## config.mk

```make
export PLATFORM = sky130hd
export DESIGN_NAME = keypad_scan_flat
export DESIGN_NICKNAME = d
export VERILOG_FILES = /design/src/rtl/keypad_scan_if.sv /design/src/rtl/keypad_scan.sv /design/src/flat_wrapper.sv
export SDC_FILE = /design/constraint.sdc
export NUM_CORES = 1
export LEC_CHECK = 0
export ABC_AREA = 1
export BUFFER_PORTS_ARGS = -buffer_cell sky130_fd_sc_hd__clkbuf_2
export CAP_MARGIN = 20
export CELL_PAD_IN_SITES_DETAIL_PLACEMENT = 1
export CELL_PAD_IN_SITES_GLOBAL_PLACEMENT = 2
export CORE_ASPECT_RATIO = 1.25
export CORE_UTILIZATION = 40
export CTS_CLUSTER_SIZE = 12
export DETAILED_ROUTE_END_ITERATION = 8
export PLACE_DENSITY_LB_ADDON = 0.08
export SLEW_MARGIN = 20
export SYNTH_ARGS = -nofsm -noshare
export SYNTH_HDL_FRONTEND = slang
export SYNTH_SLANG_ARGS = --single-unit
export TNS_END_PERCENT = 10
```

## constraint.sdc

```tcl
create_clock -name clk -period 7.45 [get_ports clk]
set_input_delay 0.745 -clock clk [delete_from_list [all_inputs] [get_ports clk]]
set_output_delay 0.745 -clock clk [all_outputs]
set_load 0.005 [all_outputs]
```

## src/rtl/keypad_scan_if.sv

```systemverilog
// Key-code handshake between keypad_scan (master) and the command decoder (slave).
interface keypad_scan_if #(
  parameter int CODE_W = 4
);
  logic [CODE_W-1:0] cmd;
  logic              valid;
  logic              ack;
  logic              overflow;

  modport master (output cmd, output valid, output overflow, input ack);
  modport slave  (input cmd, input valid, input overflow, output ack);
endinterface

```

## src/rtl/keypad_scan.sv

```systemverilog
// Matrix keypad scanner: row strobing, per-frame debounce with ghost rejection, key-code FIFO.
// Optional auto-repeat of a held key is enabled by defining KEYPAD_REPEAT_EN.
module keypad_scan #(
  parameter int ROWS         = 4,
  parameter int COLS         = 4,
  parameter int CODE_W       = 4,
  parameter int SCAN_DIV     = 4,
  parameter int DEBOUNCE     = 3,
  parameter int FIFO_DEPTH   = 4,
  parameter int REPEAT_DELAY = 8,
  parameter int REPEAT_RATE  = 2
) (
  input  logic            clk,
  input  logic            rst_n,
  output logic [ROWS-1:0] V,
  input  logic [COLS-1:0] H,
  keypad_scan_if.master   kbd
);
  localparam int ROW_W   = $clog2(ROWS);
  localparam int DWELL_W = $clog2(SCAN_DIV);
  localparam int MATCH_W = $clog2(DEBOUNCE + 1);
  localparam int PTR_W   = $clog2(FIFO_DEPTH);
  localparam int CNT_W   = PTR_W + 1;

  if (ROWS < 2 || ROWS > 8 || COLS < 2 || COLS > 8 || SCAN_DIV < 2 || DEBOUNCE < 1 ||
      FIFO_DEPTH < 2 || (FIFO_DEPTH & (FIFO_DEPTH - 1)) != 0 || (1 << CODE_W) < ROWS * COLS ||
      REPEAT_DELAY < 1 || REPEAT_RATE < 1) begin : g_bad_cfg
    $error("keypad_scan: illegal parameter combination");
  end

  // A frame's verdict: exactly one contact gives a key, anything else is NONE.
  typedef struct packed {
    logic              key;
    logic [CODE_W-1:0] code;
  } cand_t;

  logic               active_q, active_d;
  logic [ROW_W-1:0]   row_q, row_d;
  logic [DWELL_W-1:0] dwell_q, dwell_d;
  logic [1:0]         acc_cnt_q, acc_cnt_d;
  logic [CODE_W-1:0]  acc_code_q, acc_code_d;
  cand_t              prev_q, prev_d, stable_q, stable_d, cand;
  logic [MATCH_W-1:0] match_q, match_d;
  logic [PTR_W-1:0]   wr_ptr_q, wr_ptr_d, rd_ptr_q, rd_ptr_d;
  logic [CNT_W-1:0]   count_q, count_d;
  logic               ovf_q, ovf_d;
  logic [CODE_W-1:0]  mem_q [FIFO_DEPTH];

  logic               sample, frame_end, stable_change, new_press, push_req;
  logic               empty, full, pop, do_push, drop;
  logic [1:0]         tot_cnt;
  logic [CODE_W-1:0]  tot_code;

  // Scan timing: the first edge after reset only arms the scanner, so row 0 gets a full dwell.
  always_comb begin
    // NOTE: every signal gets a default first so no path leaves it unassigned (no latch).
    active_d  = 1'b1;
    row_d     = row_q;
    dwell_d   = dwell_q;
    sample    = active_q && (dwell_q == DWELL_W'(SCAN_DIV - 1));
    frame_end = sample && (row_q == ROW_W'(ROWS - 1));
    if (active_q) begin
      if (sample) begin
        dwell_d = '0;
        row_d   = frame_end ? '0 : row_q + ROW_W'(1);
      end else begin
        dwell_d = dwell_q + DWELL_W'(1);
      end
    end
  end

  assign V = active_q ? (ROWS'(1) << row_q) : '0;

  // Contact count saturates at 2: only "none", "one" and "several" matter.
  always_comb begin
    tot_cnt  = acc_cnt_q;
    tot_code = acc_code_q;
    if (sample) begin
      for (int c = 0; c < COLS; c++) begin
        if (H[c]) begin
          tot_code = CODE_W'(int'(row_q) * COLS + c);
          if (tot_cnt != 2'd2) tot_cnt = tot_cnt + 2'd1;
        end
      end
    end
    acc_cnt_d  = frame_end ? '0 : tot_cnt;
    acc_code_d = frame_end ? '0 : tot_code;
    cand.key   = (tot_cnt == 2'd1);
    cand.code  = cand.key ? tot_code : '0;
  end

  always_comb begin
    prev_d        = prev_q;
    match_d       = match_q;
    stable_d      = stable_q;
    stable_change = 1'b0;
    if (frame_end) begin
      prev_d = cand;
      if (cand == prev_q) begin
        if (match_q != MATCH_W'(DEBOUNCE)) match_d = match_q + MATCH_W'(1);
      end else begin
        match_d = MATCH_W'(1);
      end
      if (match_d == MATCH_W'(DEBOUNCE) && cand != stable_q) begin
        stable_d      = cand;
        stable_change = 1'b1;
      end
    end
  end

  assign new_press = stable_change && cand.key;

`ifdef KEYPAD_REPEAT_EN
  localparam int REP_MAX = (REPEAT_DELAY > REPEAT_RATE) ? REPEAT_DELAY : REPEAT_RATE;
  localparam int REP_W   = $clog2(REP_MAX + 1);

  logic [REP_W-1:0] rep_cnt_q, rep_cnt_d;
  logic             rep_run_q, rep_run_d;
  logic             rep_push;

  // Frames are counted only while the same key stays stable; any stable change restarts.
  always_comb begin
    rep_cnt_d = rep_cnt_q;
    rep_run_d = rep_run_q;
    rep_push  = 1'b0;
    if (frame_end) begin
      if (stable_change || !stable_q.key) begin
        rep_cnt_d = '0;
        rep_run_d = 1'b0;
      end else begin
        rep_cnt_d = rep_cnt_q + REP_W'(1);
        if (rep_cnt_d == (rep_run_q ? REP_W'(REPEAT_RATE) : REP_W'(REPEAT_DELAY))) begin
          rep_push  = 1'b1;
          rep_cnt_d = '0;
          rep_run_d = 1'b1;
        end
      end
    end
  end

  always_ff @(posedge clk or negedge rst_n) begin
    if (!rst_n) begin
      rep_cnt_q <= '0;
      rep_run_q <= 1'b0;
    end else begin
      rep_cnt_q <= rep_cnt_d;
      rep_run_q <= rep_run_d;
    end
  end

  assign push_req = new_press || rep_push;
`else
  assign push_req = new_press;
`endif

  // A pop in the same cycle frees the slot a push into a full queue needs.
  always_comb begin
    empty    = (count_q == '0);
    full     = (count_q == CNT_W'(FIFO_DEPTH));
    pop      = kbd.ack && !empty;
    do_push  = push_req && (!full || pop);
    drop     = push_req && full && !pop;
    wr_ptr_d = do_push ? wr_ptr_q + PTR_W'(1) : wr_ptr_q;
    rd_ptr_d = pop ? rd_ptr_q + PTR_W'(1) : rd_ptr_q;
    count_d  = count_q + CNT_W'(do_push) - CNT_W'(pop);
    ovf_d    = drop ? 1'b1 : (pop ? 1'b0 : ovf_q);
  end

  always_ff @(posedge clk or negedge rst_n) begin
    // NOTE: non-blocking (<=) in sequential blocks so every flop sees pre-edge values.
    if (!rst_n) begin
      active_q   <= 1'b0;
      row_q      <= '0;
      dwell_q    <= '0;
      acc_cnt_q  <= '0;
      acc_code_q <= '0;
      prev_q     <= '0;
      stable_q   <= '0;
      match_q    <= '0;
      wr_ptr_q   <= '0;
      rd_ptr_q   <= '0;
      count_q    <= '0;
      ovf_q      <= 1'b0;
    end else begin
      active_q   <= active_d;
      row_q      <= row_d;
      dwell_q    <= dwell_d;
      acc_cnt_q  <= acc_cnt_d;
      acc_code_q <= acc_code_d;
      prev_q     <= prev_d;
      stable_q   <= stable_d;
      match_q    <= match_d;
      wr_ptr_q   <= wr_ptr_d;
      rd_ptr_q   <= rd_ptr_d;
      count_q    <= count_d;
      ovf_q      <= ovf_d;
    end
  end

  // NOTE: storage is not reset; the pointers and count alone define which entries are live.
  always_ff @(posedge clk) begin
    if (do_push) mem_q[wr_ptr_q] <= stable_d.code;
  end

  assign kbd.cmd      = empty ? '0 : mem_q[rd_ptr_q];
  assign kbd.valid    = !empty;
  assign kbd.overflow = ovf_q;
endmodule

```

## src/flat_wrapper.sv

```systemverilog
// flat-port wrapper written by rule: the top's interface ports become plain ports
module keypad_scan_flat 
#(
  parameter int ROWS         = 4,
  parameter int COLS         = 4,
  parameter int CODE_W       = 4,
  parameter int SCAN_DIV     = 4,
  parameter int DEBOUNCE     = 3,
  parameter int FIFO_DEPTH   = 4,
  parameter int REPEAT_DELAY = 8,
  parameter int REPEAT_RATE  = 2
)
  (clk, rst_n, V, H, kbd_cmd, kbd_valid, kbd_overflow, kbd_ack);
  keypad_scan_if #(.CODE_W(CODE_W)) kbd_i ();
  input  logic clk;
  input  logic rst_n;
  output logic [ROWS-1:0] V;
  input  logic [COLS-1:0] H;
  output wire logic [$bits(kbd_i.cmd)-1:0] kbd_cmd;
  output wire logic [$bits(kbd_i.valid)-1:0] kbd_valid;
  output wire logic [$bits(kbd_i.overflow)-1:0] kbd_overflow;
  input wire logic [$bits(kbd_i.ack)-1:0] kbd_ack;
  assign kbd_cmd = kbd_i.cmd;
  assign kbd_valid = kbd_i.valid;
  assign kbd_overflow = kbd_i.overflow;
  assign kbd_i.ack = kbd_ack;
  keypad_scan #(.ROWS(ROWS), .COLS(COLS), .CODE_W(CODE_W), .SCAN_DIV(SCAN_DIV), .DEBOUNCE(DEBOUNCE), .FIFO_DEPTH(FIFO_DEPTH), .REPEAT_DELAY(REPEAT_DELAY), .REPEAT_RATE(REPEAT_RATE)) u_core (.clk(clk), .rst_n(rst_n), .V(V), .H(H), .kbd(kbd_i));
endmodule
```

==> results of run 1 <==
## power by group through the flow
stage / sequential [mW] / combinational [mW] / clock [mW]
floorplan: 0.357 / 0.343 / 0
finish: 0.370 / 0.448 / 0.181
global placement: 0.376 / 0.444 / 0
CTS: 0.371 / 0.458 / 0.186
detailed placement: 0.376 / 0.453 / 0
global route: 0.380 / 0.520 / 0.198
## cells by family (layout without fill, tap and decap cells)
kind of cell             after synthesis  count (layout)  synth area share
AO/OA/AOI/OAI                         42              42            0.0866
XOR/XNOR                               3               3           0.00994
adder cells (fa/ha/maj)               15              15            0.0738
buffers and inverters                 53              72            0.0795
flip-flops                            47              47             0.475
multiplexers                           1               1           0.00426
other                                  1               1           0.00142
AND/OR/NAND/NOR                      153             153             0.269
## worst register-to-register path, stage by stage, from the launching register on
cell,delay (ns)
dfrtp_1,0.43
inv_2,0.07
ha_1,0.30
inv_1,0.06
nand2_1,0.05
nand2_1,0.10
nand2_1,0.08
nand3_1,0.10
nand2_1,0.05
nand2_1,0.07
nand2_2,0.06
ha_1,0.26
nor2_1,0.10
nor2_1,0.07
nand2_2,0.14
nand4_1,0.24
nand2_1,0.12
nand2_1,0.10
nor2_4,0.16
nand4_4,0.14
nor2_8,0.19
nand3_4,0.13
inv_2,0.07
ha_1,0.13
inv_1,0.04
fa_1,0.37
xor2_1,0.18
## final cells by class
| cell class | instances | area (um2) | share of cell area |
|---|---|---|---|
| inverters | 49 | 186 | 0.0641 |
| well taps | 85 | 106 | 0.0366 |
| repair buffers | 16 | 80.1 | 0.0275 |
| flip-flops and latches | 47 | 1260 | 0.432 |
| multi-input cells | 215 | 1180 | 0.405 |
| clock inverters | 1 | 30.0 | 0.0103 |
| clock buffers | 6 | 72.6 | 0.0249 |
## stage by stage
stage	utilization	hold WS (ns)
floorplan	-	0.449
global placement	0.446	0.471
detailed placement	0.446	0.475
CTS	0.463	0.497
global route	0.463	0.546
finish	0.463	0.498
## metal layers
metal / GRT usage / vias up / wire, um
met5: 0 / - / 0
met3: 0.0337 / 7 / 85
met2: 0.351 / 19 / 3100
li1: - / 1038 / -
met4: 0.0629 / 0 / 87
met1: 0.218 / 988 / 2430
## state kept, by name, summed over array words and instances (netlist names)
name,flops
u_core.match_q,2
u_core.dwell_q,2
u_core.mem_q,16
u_core.wr_ptr_q,2
u_core.acc_cnt_q,2
u_core.kbd.overflow,1
u_core.count_q,3
u_core.active_q,1
u_core.prev_q,5
u_core.rd_ptr_q,2
u_core.acc_code_q,4
u_core.row_q,2
u_core.stable_q,5
## worst min-delay path by stage
stage / end / depth (start not counted)
3_3_place_gp: u_core.prev_q[4] / 2
3_5_place_dp: u_core.prev_q[4] / 2
2_1_floorplan: u_core.acc_cnt_q[0] / 0
5_1_grt: u_core.dwell_q[1] / 1
6_report: u_core.prev_q[4] / 2
4_1_cts: u_core.prev_q[4] / 2
## placed cells by master, fill, tap and decap left out, types with 2 or more instances in the layout
master,instances
inv_1,43
nand3_4,2
nand3_1,13
dfrtp_1,31
xor2_1,3
nand2_2,3
clkbuf_2,16
edfxtp_1,16
a21oi_1,8
nand4_1,10
nand2_1,71
nor2_1,44
o21ai_0,23
nor2_2,3
clkbuf_8,5
o21ai_1,8
inv_2,5
ha_1,14
==> flow_metrics.py, run 1 <==
metrics = {
    "status": {
        "status": "completed",
    },
    "worst_setup_path": {
        "crit_required_ns": 7.64,
        "cp_num_buf_inv": 4,
        "crit-reg2reg-launch": "u_core.acc_cnt_q[0]",
        "crit_fanout": 10,
        "r2r-end": "u_core.count_q[2]",
        "critPathTopFamily": "simple AND/OR/NAND/NOR gates",
        "reg2reg_depth": 26,
        "cpMaxStageDelayCell": "dfrtp_1",
        "cpMostUsedCell": "nand2_1",
        "criticalPathCategory": "reg2reg",
        "reg2reg_setup_slack_ns": 3.53,
        "startpoint": "u_core.acc_cnt_q[0]",
        "crit_path_max_incr_delay_ns": 0.43,
        "cp.depth": 26,
        "cp-endpoint": "u_core.count_q[2]",
        "cp_data_arrival_time_ns": 4.11,
        "cp-start-kind": "register",
        "cp-end-kind": "register",
    },
    "die": {
        "core_area_um2": 6290,
        "ios": 17,
        "start_util": 0.421,
        "fp-row-count": 32,
        "dieHeight_um": 92.9,
        "die_w_um": 74.7,
        "dieArea_um2": 6940,
    },
    "synth": {
        "synth_commonest_cells": "71 x nand2_1, 44 x nor2_1, 43 x inv_1, 31 x dfrtp_1, 23 x o21ai_0",
        "synth_nets": 337,
        "avgSynthCellArea_um2": 8.39,
        "synthTopCellsByArea": "dfrtp_1 29%, edfxtp_1 18%, nand2_1 10%",
        "synth_top_area_share": 0.293,
        "synth-seq-cells": 47,
        "async_flop_share": 0.660,
        "yosys_most_used_dff": "dfrtp_1",
        "syn-cell-area_um2": 2640,
        "yosysTopAreaCell": "dfrtp_1",
        "synth_warnings": 0,
        "yosysMostFrequentCell": "nand2_1",
        "synth-edff-count": 16,
        "seq_area_frac_synth": 0.475,
        "ys_types": 33,
        "syn-instance-count": 315,
    },
    "placed_design": {
        "place_area_um2": 2810,
        "dp_slack_ns": 3.33,
        "portBuffers": 16,
        "gp_congestion": 0.792,
        "place_inst": 412,
        "dp_hpwl_um": 4350,
    },
    "drt": {
        "dr.pass1.iters": 4,
        "drcViolationCount": 0,
        "vias": 2052,
        "drt-total-wl_um": 5700,
        "first_iter_violations": 38,
        "ant_nets": 0,
        "vias_per_cell": 4.90,
        "drt-wirelength-per-cell_um": 13.6,
    },
    "cts": {
        "clk_pin_slew_ns": 0.09,
        "cts_hold_buf": 0,
        "tritoncts": "yes",
        "post_cts_resized": 0,
        "clk_latency_ns": 0.30,
        "cts_setup_buffers": 0,
        "cts_root_buf": "clkbuf_8",
        "cts_max_level": 2,
        "cts_made_buffers": 5,
        "cts_sinks": 47,
        "cts_buffer_depth": 2,
    },
    "grt": {
        "grt_pass1_vias": 2110,
        "grt_overflow_total": 0,
        "antenna_found_initial": 0,
        "grt_max_degree": 32,
        "grt_pass1_wl_um": 9880,
        "track_usage": 0.192,
    },
    "sta": {
        "finalSetupTns_ns": 0,
        "worst_slew_pin_slew_ns": 0.836,
        "period_share": 0.526,
        "setup-violations-final": 0,
        "post-route-min-period_ns": 3.92,
        "max_freq_ghz": 0.255,
        "finClkSkew_ns": 0.00860,
        "fin_ws_ns": 3.53,
        "rsz0062_at_grt": "false",
        "hold_viol": 0,
        "finalMaxSlewViolations": 0,
        "maxSlewHeadroom": 0.438,
    },
    "power_and_ir_drop": {
        "power_frac_seq": 0.371,
        "power.leakage_nw": 1.41,
        "comb_power_share": 0.448,
        "p_total_mw": 0.999,
        "p_sw_mw": 0.422,
        "p_sw_frac": 0.423,
        "p_clk_frac": 0.182,
        "internal-power_mw": 0.577,
        "vdd_ir_drop_max_mv": 0.142,
        "p_per_area_nw_per_um2": 343,
    },
    "cells_and_area": {
        "layout.cells.non_filler": 419,
        "drive_gt1_frac": 0.129,
        "fillers": 800,
        "finalInstanceArea_um2": 2910,
        "area_growth_pct": 10.0,
        "num-nets-final": 356,
        "antennaDiodeCount": 0,
    },
    "worst_hold_path": {
        "min_from": "u_core.prev_q[4]",
        "min_path_type": "reg2reg",
    },
    "run": {
        "max_cap_viol_count": 0,
    },
}
Note: power is estimated with default switching activity, not from simulation.
==> run 2: changes to the inputs <==
- CORE_UTILIZATION: 40 -> 37
- clock period: 7.45 -> 3.7 ns (I/O delays scaled with it)
==> run 2 against run 1 <==
  * Combinational power increased by 140%
  * Non-clock buffer count increased by 20
  * Largest power group unchanged
  * Register-to-register slack got worse by 3.3 ns
  * Largest cell class is now multi-input gates
  * Die area increased by 7.9%
==> flow_metrics.py, run 2 (synthesis results as in run 1) <==
metrics = {
    "cts": {
        "cts_root_buf": "clkbuf_8",
        "clk_latency_ns": 0.31,
        "cts_made_buffers": 5,
        "tritoncts": "yes",
        "cts_buffer_depth": 2,
        "cts_sinks": 47,
        "cts_hold_buf": 0,
        "clk_pin_slew_ns": 0.09,
        "cts_max_level": 2,
    },
    "die": {
        "fp-row-count": 34,
        "die_w_um": 77.6,
        "dieHeight_um": 96.5,
        "ios": 17,
        "dieArea_um2": 7490,
        "start_util": 0.381,
        "core_area_um2": 6930,
    },
    "sta": {
        "finalMaxSlewViolations": 0,
        "finalHoldWorstSlack_ns": 0.137,
        "setup-violations-final": 0,
        "rsz0062_at_grt": "true",
        "period_share": 0.949,
        "post-route-min-period_ns": 3.51,
        "maxSlewHeadroom": 0.459,
        "finClkSkew_ns": 0.00947,
        "max_freq_ghz": 0.285,
        "worst_slew_pin_slew_ns": 0.811,
        "hold_viol": 0,
    },
    "grt": {
        "grt_max_degree": 32,
        "track_usage": 0.174,
        "grt_pass1_vias": 2140,
        "grt_overflow_total": 0,
        "grt_pass1_wl_um": 9980,
        "antenna_found_initial": 0,
    },
    "drt": {
        "drcViolationCount": 0,
        "drt-wirelength-per-cell_um": 13.5,
        "first_iter_violations": 71,
        "vias_per_cell": 4.80,
        "ant_nets": 0,
        "vias": 2141,
        "drt-total-wl_um": 6020,
        "dr.pass1.iters": 4,
    },
    "cells_and_area": {
        "final_core_util": 0.455,
        "largest_register_ffs": 16,
        "fillers": 852,
        "layout_common_cells": "63 x nand2_1, 42 x inv_1, 41 x nor2_1, 31 x dfrtp_1, 23 x o21ai_0",
        "top_register": "u_core.mem_q",
        "antennaDiodeCount": 0,
        "reg_top3": "u_core.mem_q (16), u_core.prev_q (5), u_core.stable_q (5)",
        "drive_gt1_frac": 0.242,
        "num-nets-final": 377,
        "layout_commonest_cell": "nand2_1",
        "area_growth_pct": 19.4,
    },
    "worst_setup_path": {
        "crit_fanout": 6,
        "cp-end-kind": "register",
        "reg2reg_depth": 27,
        "cp-start-kind": "register",
        "cpMostUsedCell": "nand2_1",
        "cp_num_buf_inv": 4,
        "crit_required_ns": 3.90,
        "criticalPathCategory": "reg2reg",
        "cpMaxStageDelayCell": "dfrtp_1",
        "cp_data_arrival_time_ns": 3.71,
        "reg2reg_setup_slack_ns": 0.19,
        "crit_path_max_incr_delay_ns": 0.40,
        "cp.depth": 27,
        "critPathTopFamily": "simple AND/OR/NAND/NOR gates",
    },
    "power_and_ir_drop": {
        "p_per_area_nw_per_um2": 681,
        "p_sw_frac": 0.435,
        "power_frac_seq": 0.348,
        "p_clk_frac": 0.144,
        "power.leakage_nw": 1.52,
        "vdd_ir_drop_max_mv": 0.286,
        "internal-power_mw": 1.21,
        "p_sw_mw": 0.936,
        "comb_power_share": 0.508,
    },
    "placed_design": {
        "dp_hpwl_um": 4620,
        "portBuffers": 16,
        "gp_congestion": 0.780,
    },
    "run": {
        "max_cap_viol_count": 0,
    },
    "status": {
        "status": "completed",
    },
    "worst_hold_path": {
        "min_path_type": "in2async",
    },
}
run 2: changes by cell type in the layout (fill, tap and decap cells not counted), moves of 3 or more:
| cell | change |
|---|---|
| buf_4 | +20 |
| nand2_1 | -8 |
| nor2_1 | -3 |
| nand3_1 | -4 |
| nand2_2 | +7 |
| nand3_2 | +5 |
run 2: worst paths after layout:
kind | start | endpoint
max reg2reg | u_core.acc_cnt_q[0] | u_core.count_q[2]
max | u_core.acc_cnt_q[0] | u_core.count_q[2]
max in group asynchronous | rst_n | u_core.rd_ptr_q[0]
min | rst_n | u_core.count_q[0]
min reg2reg | u_core.prev_q[4] | u_core.prev_q[4]
min in group clk | kbd_ack | u_core.kbd.overflow
run 2: area by class of cell:
class                      count  area (um2)  area share
multi-input combinational    216        1280       0.406
inverter                      49         186      0.0591
clock inverter                 3        20.0     0.00634
clock buffer                   5        68.8      0.0218
tap                           90         113      0.0357
sequential                    47        1260       0.398
timing repair buffer          36         230      0.0729
run 2: power by group through the flow:
stage / clock, mW / combinational, mW / sequential (mW)
after floorplan: 0 / 0.691 / 0.718
after global placement: 0 / 0.946 / 0.753
after detailed placement: 0 / 0.964 / 0.759
after CTS: 0.322 / 0.978 / 0.749
after global routing: 0.342 / 1.26 / 0.767
final: 0.310 / 1.09 / 0.749
run 2: routing by layer:
metal  wire, um  vias up  GRT usage
li1           -     1088          -
met1       2610     1031      0.194
met2       3240       15      0.336
met3         91        7     0.0282
met4         81        0     0.0566
met5          0        -          0
run 2: what timing repair did:
action / CTS / global route
pin swaps: 0 / 16
setup buffers: 0 / 4
cloned: 0 / 1
gates resized for setup: 1 / 23
setup endpoints to repair: 1 / 30
run 2: stage by stage:
step,worst slack [ns],total power [mW],cells,instance area [um2],setup TNS [ns]
5_1_grt,-0.0532,2.36,446,3160,-0.0910
6_report,0.190,2.15,446,3160,0
3_5_place_dp,0.0208,1.72,433,2930,0
2_1_floorplan,0.228,1.41,315,2640,0
3_3_place_gp,0.0789,1.70,433,2930,0
4_1_cts,0.0255,2.05,441,3030,0
